[config.mk]
export PLATFORM = sky130hd
export DESIGN_NAME = cacheflushfsm
export DESIGN_NICKNAME = d
export VERILOG_FILES = /design/src/rtl/cacheflushfsm.sv
export SDC_FILE = /design/constraint.sdc
export NUM_CORES = 1
export LEC_CHECK = 0
export ABC_AREA = 1
export CAP_MARGIN = 40
export CORE_UTILIZATION = 47
export DETAILED_ROUTE_END_ITERATION = 7
export PLACE_DENSITY = 0.8
export SLEW_MARGIN = 25
export SYNTH_ARGS = -nofsm -noshare
export SYNTH_HDL_FRONTEND = slang
export SYNTH_SLANG_ARGS = --single-unit
[constraint.sdc]
create_clock -name clk -period 1.8 [get_ports clk]
set_input_delay 0.27 -clock clk [delete_from_list [all_inputs] [get_ports clk]]
set_output_delay 0.27 -clock clk [all_outputs]
set_load 0.01 [all_outputs]
[src/rtl/cacheflushfsm.sv]
// Cache flush sequencer: walks every set/way and writes back valid dirty lines.
// It clears each dirty bit after its writeback and can invalidate the whole cache at the end.
module cacheflushfsm #(
  parameter int NUMWAYS  = 4,
  parameter int NUMLINES = 128,
  parameter int SETLEN   = $clog2(NUMLINES)
) (
  input  logic               clk,
  input  logic               reset,
  input  logic               FlushCache,
  input  logic               FlushInvalidate,
  input  logic [NUMWAYS-1:0] DirtyWay,
  input  logic [NUMWAYS-1:0] ValidWay,
  input  logic               WBAck,
  output logic [SETLEN-1:0]  FlushAdr,
  output logic [NUMWAYS-1:0] FlushWay,
  output logic               WBReq,
  output logic               ClearDirty,
  output logic               InvalidateCache,
  output logic               CacheBusy,
  output logic               FlushDone
);

  localparam int WAYLEN = $clog2(NUMWAYS);

  typedef enum logic [2:0] {
    IDLE,
    READ,
    CHECK,
    WRITEBACK,
    CLEAR,
    DONE
  } state_t;

  state_t              state_reg, state_next;
  logic [SETLEN-1:0]   set_reg, set_next;
  logic [WAYLEN-1:0]   way_reg, way_next;
  logic [NUMWAYS-1:0]  snap_reg, snap_next;
  logic                inv_reg, inv_next;
  logic                advance;
  logic                last_way, last_set;
  logic [NUMWAYS-1:0]  way_onehot;

  genvar gi;
  generate
    for (gi = 0; gi < NUMWAYS; gi++) begin : g_onehot
      assign way_onehot[gi] = (way_reg == WAYLEN'(gi));
    end
  endgenerate

  assign last_way = (way_reg == WAYLEN'(NUMWAYS - 1));
  assign last_set = (set_reg == SETLEN'(NUMLINES - 1));

  always_ff @(posedge clk) begin
    if (reset) begin
      state_reg <= IDLE;
      set_reg   <= '0;
      way_reg   <= '0;
      snap_reg  <= '0;
      inv_reg   <= 1'b0;
    end else begin
      state_reg <= state_next;
      set_reg   <= set_next;
      way_reg   <= way_next;
      snap_reg  <= snap_next;
      inv_reg   <= inv_next;
    end
  end

  always_comb begin
    state_next = state_reg;
    set_next   = set_reg;
    way_next   = way_reg;
    snap_next  = snap_reg;
    inv_next   = inv_reg;
    advance    = 1'b0;

    case (state_reg)
      IDLE: begin
        if (FlushCache) begin
          state_next = READ;
          set_next   = '0;
          way_next   = '0;
          inv_next   = FlushInvalidate;
        end
      end
      READ: begin
        // Snapshot is taken once per set; ClearDirty later does not touch it.
        snap_next  = DirtyWay & ValidWay;
        state_next = CHECK;
      end
      CHECK: begin
        if (snap_reg[way_reg]) state_next = WRITEBACK;
        else                   advance    = 1'b1;
      end
      WRITEBACK: begin
        if (WBAck) state_next = CLEAR;
      end
      CLEAR: advance = 1'b1;
      DONE: begin
        // Park the address at set 0 so FlushAdr reads 0 while idle.
        state_next = IDLE;
        set_next   = '0;
        way_next   = '0;
      end
      default: state_next = IDLE;
    endcase

    if (advance) begin
      if (!last_way) begin
        way_next   = way_reg + WAYLEN'(1);
        state_next = CHECK;
      end else if (!last_set) begin
        set_next   = set_reg + SETLEN'(1);
        way_next   = '0;
        state_next = READ;
      end else begin
        state_next = DONE;
      end
    end
  end

  assign FlushAdr        = set_reg;
  assign FlushWay        = (state_reg == CHECK || state_reg == WRITEBACK || state_reg == CLEAR)
                           ? way_onehot : '0;
  assign WBReq           = (state_reg == WRITEBACK);
  assign ClearDirty      = (state_reg == CLEAR);
  assign FlushDone       = (state_reg == DONE);
  assign InvalidateCache = (state_reg == DONE) && inv_reg;
  assign CacheBusy       = (state_reg != IDLE);

endmodule

# After elaboration in Yosys (flattened, before gate mapping)
# Index checks and enable logic that the tools add are counted.
[totals]
out_inout_bits = 16
elab_cells = 52
input_bits = 13
register_bits = 17
[op_classes]
muxes = 22
n_addsub = 2
order_cmp = 1
n_reduce_logical = 8
bitwise_logic = 1
n_eq_ne = 13
[op_table]
columns = ["operator", "n"]
rows = [
  ["two-way mux 7 bit", 4],
  ["two-way mux 3 bit", 6],
  ["one-hot mux 3 bit (5 select lines)", 1],
  ["one-hot mux 7 bit (2 select lines)", 1],
  ["two-way mux 2 bit", 4],
  ["adder 7 x 1 -> 7 bit (second input constant)", 1],
  ["equality test 7 bit (second input constant)", 1],
  ["equality test 3 x 2 -> 1 bit (second input constant)", 2],
  ["equality test 3 bit (second input constant)", 2],
  ["inequality test 3 bit (second input constant)", 2],
  ["AND 4 bit", 1],
  ["equality test 2 bit (second input constant)", 2],
  ["two-way mux 4 bit", 1],
  ["one-hot mux 2 bit (2 select lines)", 1],
  ["AND reduction 4 bit", 1],
  ["equality test 3 x 1 -> 1 bit (second input constant)", 1],
  ["zero test 3 bit", 1],
  ["< comparator 2 x 3 -> 1 bit (second input constant)", 1],
  ["inequality test 3 x 2 -> 1 bit (second input constant)", 1],
  ["nonzero test 3 bit", 1],
  ["adder 2 x 1 -> 2 bit (second input constant)", 1],
  ["binary-select mux 1 bit (select 2 bit)", 1],
  ["equality test 2 x 1 -> 1 bit (second input constant)", 1],
  ["zero test 2 bit", 1],
  ["other kinds (6)", 8],
]

# Longest topological paths before layout
# Gate-level depths: netlist of the first run.
[logic_depth]
depth_word = 6
ltp_mapped = 11
ltp_nobuf = 10

# Least setup slack after synthesis of the first run
# OpenSTA, ideal clock, no wires.
[synth_path]
path_kind = "reg-to-reg"
startpoint = "register set_reg[0] (netlist: FlushAdr[0])"
endpoint = "register way_reg[1]"
n_path_buf = 0
arrival_time_ns = 1.321
setup_time_ns = 0.070
path_stages_with_launch = 10
path_slack_ns = 0.409
required_time_ns = 1.730
period_less_slack_ns = 1.391
path_cell_list = "dfxtp_1 > ha_1 > nand3_1 > nor2_1 > nand2_1 > inv_1 > nand2_1 > nand2_1 > nand3_1 > a21oi_1"
[synth_between]
elab_chain_cells = 4
[synth_lines]
columns = ["item", "line", "text"]
rows = [
  ["start: declaration", "36", "logic [SETLEN-1:0] set_reg, set_next;"],
  ["start signal: assignment", "63", "set_reg <= set_next;"],
  ["equality test 7 bit", "52", "assign last_set = (set_reg == SETLEN'(NUMLINES - 1));"],
  ["two-way mux 2 bit", "113", "end else if (!last_set) begin"],
  ["two-way mux 2 bit", "110", "if (!last_way) begin"],
  ["two-way mux 2 bit", "109", "if (advance) begin"],
  ["end signal: assignment", "64", "way_reg <= way_next;"],
  ["end: declaration", "37", "logic [WAYLEN-1:0] way_reg, way_next;"],
]
# Every way passes these cells.
# A chain may end at the register's enable or synchronous reset.

# Worst setup path after layout of the first run
[layout_path]
startpoint = "register way_reg[1]"
endpoint = "output port FlushWay[0]"
[layout_between]
elab_chain_cells = 2
[layout_lines]
columns = ["item", "line", "text"]
rows = [
  ["zero test 2 bit", "47", "assign way_onehot[gi] = (way_reg == WAYLEN'(gi));"],
  ["two-way mux 4 bit", "125", "? way_onehot : '0;"],
  ["end: declaration", "16", "output logic [NUMWAYS-1:0] FlushWay,"],
]
# Every way passes these cells.

==> out/qor.txt, run 1 <==
Worst hold slack -> 0.467 ns
Routed WL -> 2.42 mm
Layout cell share with drive strength beyond 1 -> 15.1%
Tcrit/Tclk final -> 92.9%
Via count -> 1072
Pwr Density -> 894 mW/mm2
Status -> complete, no violations
CTS tree -> done
Nets -> 211
Yosys top cell by area -> dfxtp_1
Worst slew pin tran -> 0.284 ns
Syn Nets -> 177
Crit path kind -> reg -> out
Final setup viols -> 0
Final Max Tran Viols -> 0
Die width -> 48.9 um
Global-route wire length before repair -> 4.41 mm
ANT nets after route -> 0
Post-synth ARST share -> 0%
Clock sink count -> 17
DIE AREA -> 0.00239 mm2
H-tree Lvls -> 1
Synth unique cells -> 23
Max Freq -> 598 MHz
Cts bufs inserted -> 3
Post-DP Area -> 0.00136 mm2
Slew margin rel. -> 81.1%
Ranking of synthesized cells by area -> dfxtp_1 33%, nand2_1 15%, nor2_1 7.6%
Remaining DRCs -> 0
M1 wire length -> 1.13 mm
Leak -> 0.642 nW
CP Launch Type -> register
Overall power -> 1.25 mW
Routed wire length per instance -> 11.0 um
CP Max Fanout -> 5
DR WL met2 -> 1.15 mm
Tmin final -> 1.67 ns
Synth warn -> 0
Post-placement setup slack -> 0.118 ns
Post-CTS setup buffer count -> 0
Clk_skew -> 0.00975 ns
PnR worst setup slack -> 0.129 ns
Dpl hpwl -> 1.88 mm
ANT cells -> 0
Total GRT Usage -> 23.2%
Clk_lat worst skew -> 0.30 ns
Max IR drop VDD -> 0.000669 V
Worst-path clk slew -> 0.11 ns
Initial Util -> 51.1%
Setup repair after global routing missed its margin -> no
Sequential area share after synthesis -> 33.0%
CP required -> 1.53 ns
WL met3 -> 117 um
Number of synthesized flops with an enable pin -> 0
Most common cell in the netlist -> nand2_1
Row cnt -> 16
Initial DRC Count -> 31
Top-area cell type share of the netlist area -> 33.0%
Root buffer cell -> clkbuf_4
Synth Instances -> 159
Max-cap viol count -> 0
Clock buffer depth -> 2
Seq cells post-synth -> 17
Top_reg_cell synth -> dfxtp_1
Vias in the first global route -> 1027
Cts hold-fix bufs -> 0
Highest metal used -> met4
Grt total ovfl -> 0
Synthesized area -> 0.00103 mm2
Syn_area_per_cell -> 6.49 um2
Number of flip-flops in the largest register -> 7
Core ar. -> 0.00202 mm2
Initial antenna violation count -> 0
Post-synth top cells -> 40 x nand2_1, 21 x nor2_1, 17 x dfxtp_1, 17 x inv_1, 12 x nand3_1
Worst Hold Class -> reg -> reg
GPL Wtd Cong -> 0.797
Crit path capture type -> output pin
IO Port Bufs -> 28
Total negative slack -> 0 ns
Fin. Hold Viols -> 0
1st-pass router iterations -> 4
Area Overhead vs Synth -> 35.0%
Die Y -> 48.9 um
Largest net degree at the start of global routing -> 12
Io pins -> 29
Via density -> 4.89
Fin area -> 0.00139 mm2
Arr. time, crit path -> 1.40 ns
cells by family after synthesis:
kind of cell               share of synthesized area [%]
AOI/OAI and AO/OA                                   11.5
xor gates and xnor gates                            1.70
adders and majority gates                           6.06
buffers and inverters                               10.3
DFF                                                 33.0
and+or+nand+nor                                     37.5
cells in the final DEF, fill, tap and decap left out, types with 4 or more instances in the layout:
cell and count:
a21oi_1 10, buf_4 4, clkdlybuf4s50_1 19, dfxtp_1 14, dlygate4sd2_1 8, ha_1 5
inv_1 17, inv_2 5, nand2_1 40, nand2_2 4, nand3_1 12, nand4_1 5
nor2_1 19, nor2_2 5
area by class of cell:
class | count | area, um2
well taps | 27 | 33.8
multi-input cells | 116 | 594
inverters | 23 | 88.8
clock buffers | 3 | 22.5
clock inverters | 1 | 5.00
repair buffers | 32 | 303
flip-flops and latches | 17 | 347
fillers | 175 | 628
final timing paths:
kind	startpoint	endpoint	slack [ns]	depth (start not counted)
max reg2reg	FlushAdr[0]	way_reg[1]	0.31	9
min reg2reg	inv_reg	inv_reg	0.47	2
max	way_reg[1]	FlushWay[0]	0.13	5
min	inv_reg	inv_reg	0.47	2
stage by stage:
| step | util, % | std cells |
|---|---|---|
| after global placement | 67.1 | 215 |
| after floorplan | - | 159 |
| after global routing | 68.9 | 219 |
| after CTS | 68.3 | 219 |
| after detailed placement | 67.1 | 215 |
| final | 68.9 | 219 |
timing repair:
action / 4_1_cts / 5_1_grt
resized for setup: 11 / 6
setup endpoints to repair: 8 / 5
cloned: 0 / 0
metal layers:
layer,vias to the layer above,GRT usage (%)
met5,-,0
met4,0,7.35
met3,2,2.18
met2,34,40.0
met1,466,30.2
li1,570,-
critical path, cell delays in order (launching register included):
cell and delay, ns:
dfxtp_1 0.43, inv_1 0.11, ha_1 0.19, inv_1 0.05, nor2_1 0.04, dlygate4sd2_1 0.28
power by group:
| part | leakage, nW | switching, mW | internal (mW) | total (mW) |
|---|---|---|---|---|
| clock network | 0.0177 | 0.132 | 0.0828 | 0.215 |
| registers | 0.139 | 0.0426 | 0.429 | 0.472 |
| logic | 0.485 | 0.339 | 0.220 | 0.559 |
| total | 0.642 | 0.514 | 0.732 | 1.25 |
Note: power is estimated with default switching activity, not from simulation.
==> inputs of run 2 (changes only) <==
--- a/config.mk
+++ b/config.mk
@@ -10,4 +10,5 @@
 export CORE_UTILIZATION = 47
 export DETAILED_ROUTE_END_ITERATION = 7
+export MAX_ROUTING_LAYER = met4
 export PLACE_DENSITY = 0.8
 export SLEW_MARGIN = 25
==> constraint.sdc (replaced) <==
create_clock -name clk -period 1.8 [get_ports clk]
set_input_delay 0.36 -clock clk [delete_from_list [all_inputs] [get_ports clk]]
set_output_delay 0.36 -clock clk [all_outputs]
set_load 0.01 [all_outputs]
==> out/qor.txt, run 2 (synthesized netlist as in run 1, its figures left out) <==
Status -> complete, no violations
Clock buffer depth -> 2 (unchanged)
Max Freq -> 584 MHz (-2.4%)
ANT nets after route -> 0 (unchanged)
Post-placement setup slack -> 0.0374 ns (-0.0804 ns)
Tcrit/Tclk final -> 95.1% (+2.2 points)
Pwr Density -> 893 mW/mm2 (about the same)
IO Port Bufs -> 28 (unchanged)
Number of flip-flops in the largest register -> 7 (unchanged)
Cts bufs inserted -> 3 (unchanged)
WP depth -> 6 (+1)
Fill cell count -> 175 (unchanged)
CP top delay family -> flip-flops
Most frequent cells in the layout -> 38 x nand2_1, 20 x nor2_1, 19 x clkdlybuf4s50_1, 16 x inv_1, 13 x dfxtp_1
Worst slew pin tran -> 0.282 ns (-0.00107 ns)
Max IR drop VDD -> 0.000645 V (-3.6%)
Root buffer cell -> clkbuf_4
WP buf/inv -> 2 (-1)
Initial antenna violation count -> 0 (unchanged)
Grt total ovfl -> 0 (unchanged)
Arr. time, crit path -> 1.35 ns (-0.05 ns)
1st-pass router iterations -> 4 (unchanged)
Crit path kind -> reg -> out
Clk_skew -> 0.00745 ns (-0.00229 ns)
Nets -> 212 (+0.47%)
R2r worst-path depth -> 9 (unchanged)
Die width -> 48.9 um (unchanged)
Routed wire length per instance -> 11.3 um (+2.1%)
Max-cap viol count -> 0 (unchanged)
CP Max Fanout -> 4 (-1)
CP Launch Type -> register
Worst Hold Depth -> 2 (unchanged)
Initial DRC Count -> 38 (+23%)
Crit path capture type -> output pin
Total GRT Usage -> 23.3% (+0.10 points)
PnR worst setup slack -> 0.0882 ns (-0.0403 ns)
Fin area -> 0.00141 mm2 (+1.3%)
Clock sink count -> 17 (unchanged)
Via count -> 1082 (+0.93%)
CP max-delay cell -> dfxtp_1
DIE AREA -> 0.00239 mm2 (unchanged)
Fin. Hold Viols -> 0 (unchanged)
CP max stage delay -> 0.37 ns (-0.06 ns)
Slew margin rel. -> 81.1% (about the same)
Dpl hpwl -> 1.89 mm (+0.37%)
Via density -> 4.92 (+0.47%)
Commonest non-fill, non-tap cell in the layout -> nand2_1
H-tree Lvls -> 1 (unchanged)
Tmin final -> 1.71 ns (+0.0403 ns)
Worst-path clk slew -> 0.11 ns (about the same)
Die Y -> 48.9 um (unchanged)
Remaining DRCs -> 0 (unchanged)
Io pins -> 29 (unchanged)
Final core utilization -> 69.8% (+0.87 points)
Multi-input combinational cell area -> 604 um2 (+1.7%)
Post-DP Area -> 0.00136 mm2 (+0.55%)
Row cnt -> 16 (unchanged)
ANT cells -> 0 (unchanged)
Final Max Tran Viols -> 0 (unchanged)
Vias in the first global route -> 988 (-3.8%)
CP required -> 1.44 ns (-0.09 ns)
Core ar. -> 0.00202 mm2 (unchanged)
Final setup viols -> 0 (unchanged)
Global-route wire length before repair -> 4.26 mm (-3.4%)
Worst Hold Class -> reg -> reg
Initial Util -> 51.1% (unchanged)
Leak -> 0.625 nW (-2.6%)
Sequential cell area -> 345 um2 (-0.36%)
GPL Wtd Cong -> 0.833 (+4.5%)
Routed WL -> 2.48 mm (+2.6%)
Layout cell share with drive strength beyond 1 -> 17.1% (+2.0 points)
Cts hold-fix bufs -> 0 (unchanged)
Area Overhead vs Synth -> 36.7%
Largest net degree at the start of global routing -> 12 (unchanged)
CTS tree -> done
CP Cell Sequence -> nor2_2 -> nand2_2 -> inv_2 -> a21oi_4 -> nor2_1 -> dlygate4sd2_1
Clk_lat worst skew -> 0.29 ns (about the same)
[run 2: changes by cell type in the layout (fill, tap and decap cells not counted), moves of 2 or more]
cell,delta
dfxtp_2,+2
dlygate4sd2_1,-3
nand2_2,+2
clkdlybuf4s15_1,+4
nand2_1,-2
[run 2: timing repair]
item                                   CTS  global route
resized for setup                       13            11
endpoints found under the hold margin    0             0
setup endpoints to repair                9             5
setup buffers                            0             0
[run 2: final timing paths]
check                           slack [ns]          from           to
worst max-delay path                  0.09  state_reg[0]  FlushWay[2]
worst min-delay path                  0.46       inv_reg      inv_reg
worst max register to register        0.27   FlushAdr[0]   way_reg[1]
worst min register to register        0.46       inv_reg      inv_reg
[run 2: area by class of cell]
type / count / share of cell area (%)
repair buffers: 33 / 22.1
flip-flops and latches: 17 / 24.5
clock buffers: 3 / 1.60
clock inverters: 1 / 0.355
well taps: 27 / 2.39
inverters: 23 / 6.29
multi-input cells: 116 / 42.8
[run 2: stage by stage]
stage	hold WS, ns	TNS (ns)	cells	total power, mW
after floorplan	0.430	0	159	0.849
after global placement	0.441	0	216	1.02
after detailed placement	0.453	0	216	1.04
after CTS	0.469	0	220	1.23
after global routing	0.502	-0.0854	220	1.37
final	0.465	0	220	1.26
[run 2: power breakdown]
| part | leakage (nW) | switching, mW | internal, mW |
|---|---|---|---|
| clock network | 0.0177 | 0.127 | 0.0827 |
| registers | 0.140 | 0.0455 | 0.429 |
| logic | 0.468 | 0.346 | 0.230 |
[run 2: per-layer routing]
metal  vias to the layer above  routed length, um  global-route usage, %
met5                         -                  0                      -
met4                         0                 25                   7.35
met3                         5                122                   3.74
met2                        35               1140                   35.6
met1                       472               1190                   31.3
li1                        570                  -                      -
[run 2: worst reg2reg max path: cells and delay by family (launching register included)]
family,cells,cell delay (ns)
AO/OA/AOI/OAI,1,0.12
AND/OR/NAND/NOR,6,0.63
adder cells (fa/ha/maj),1,0.21
buffers and inverters,1,0.10
flip-flops,1,0.42
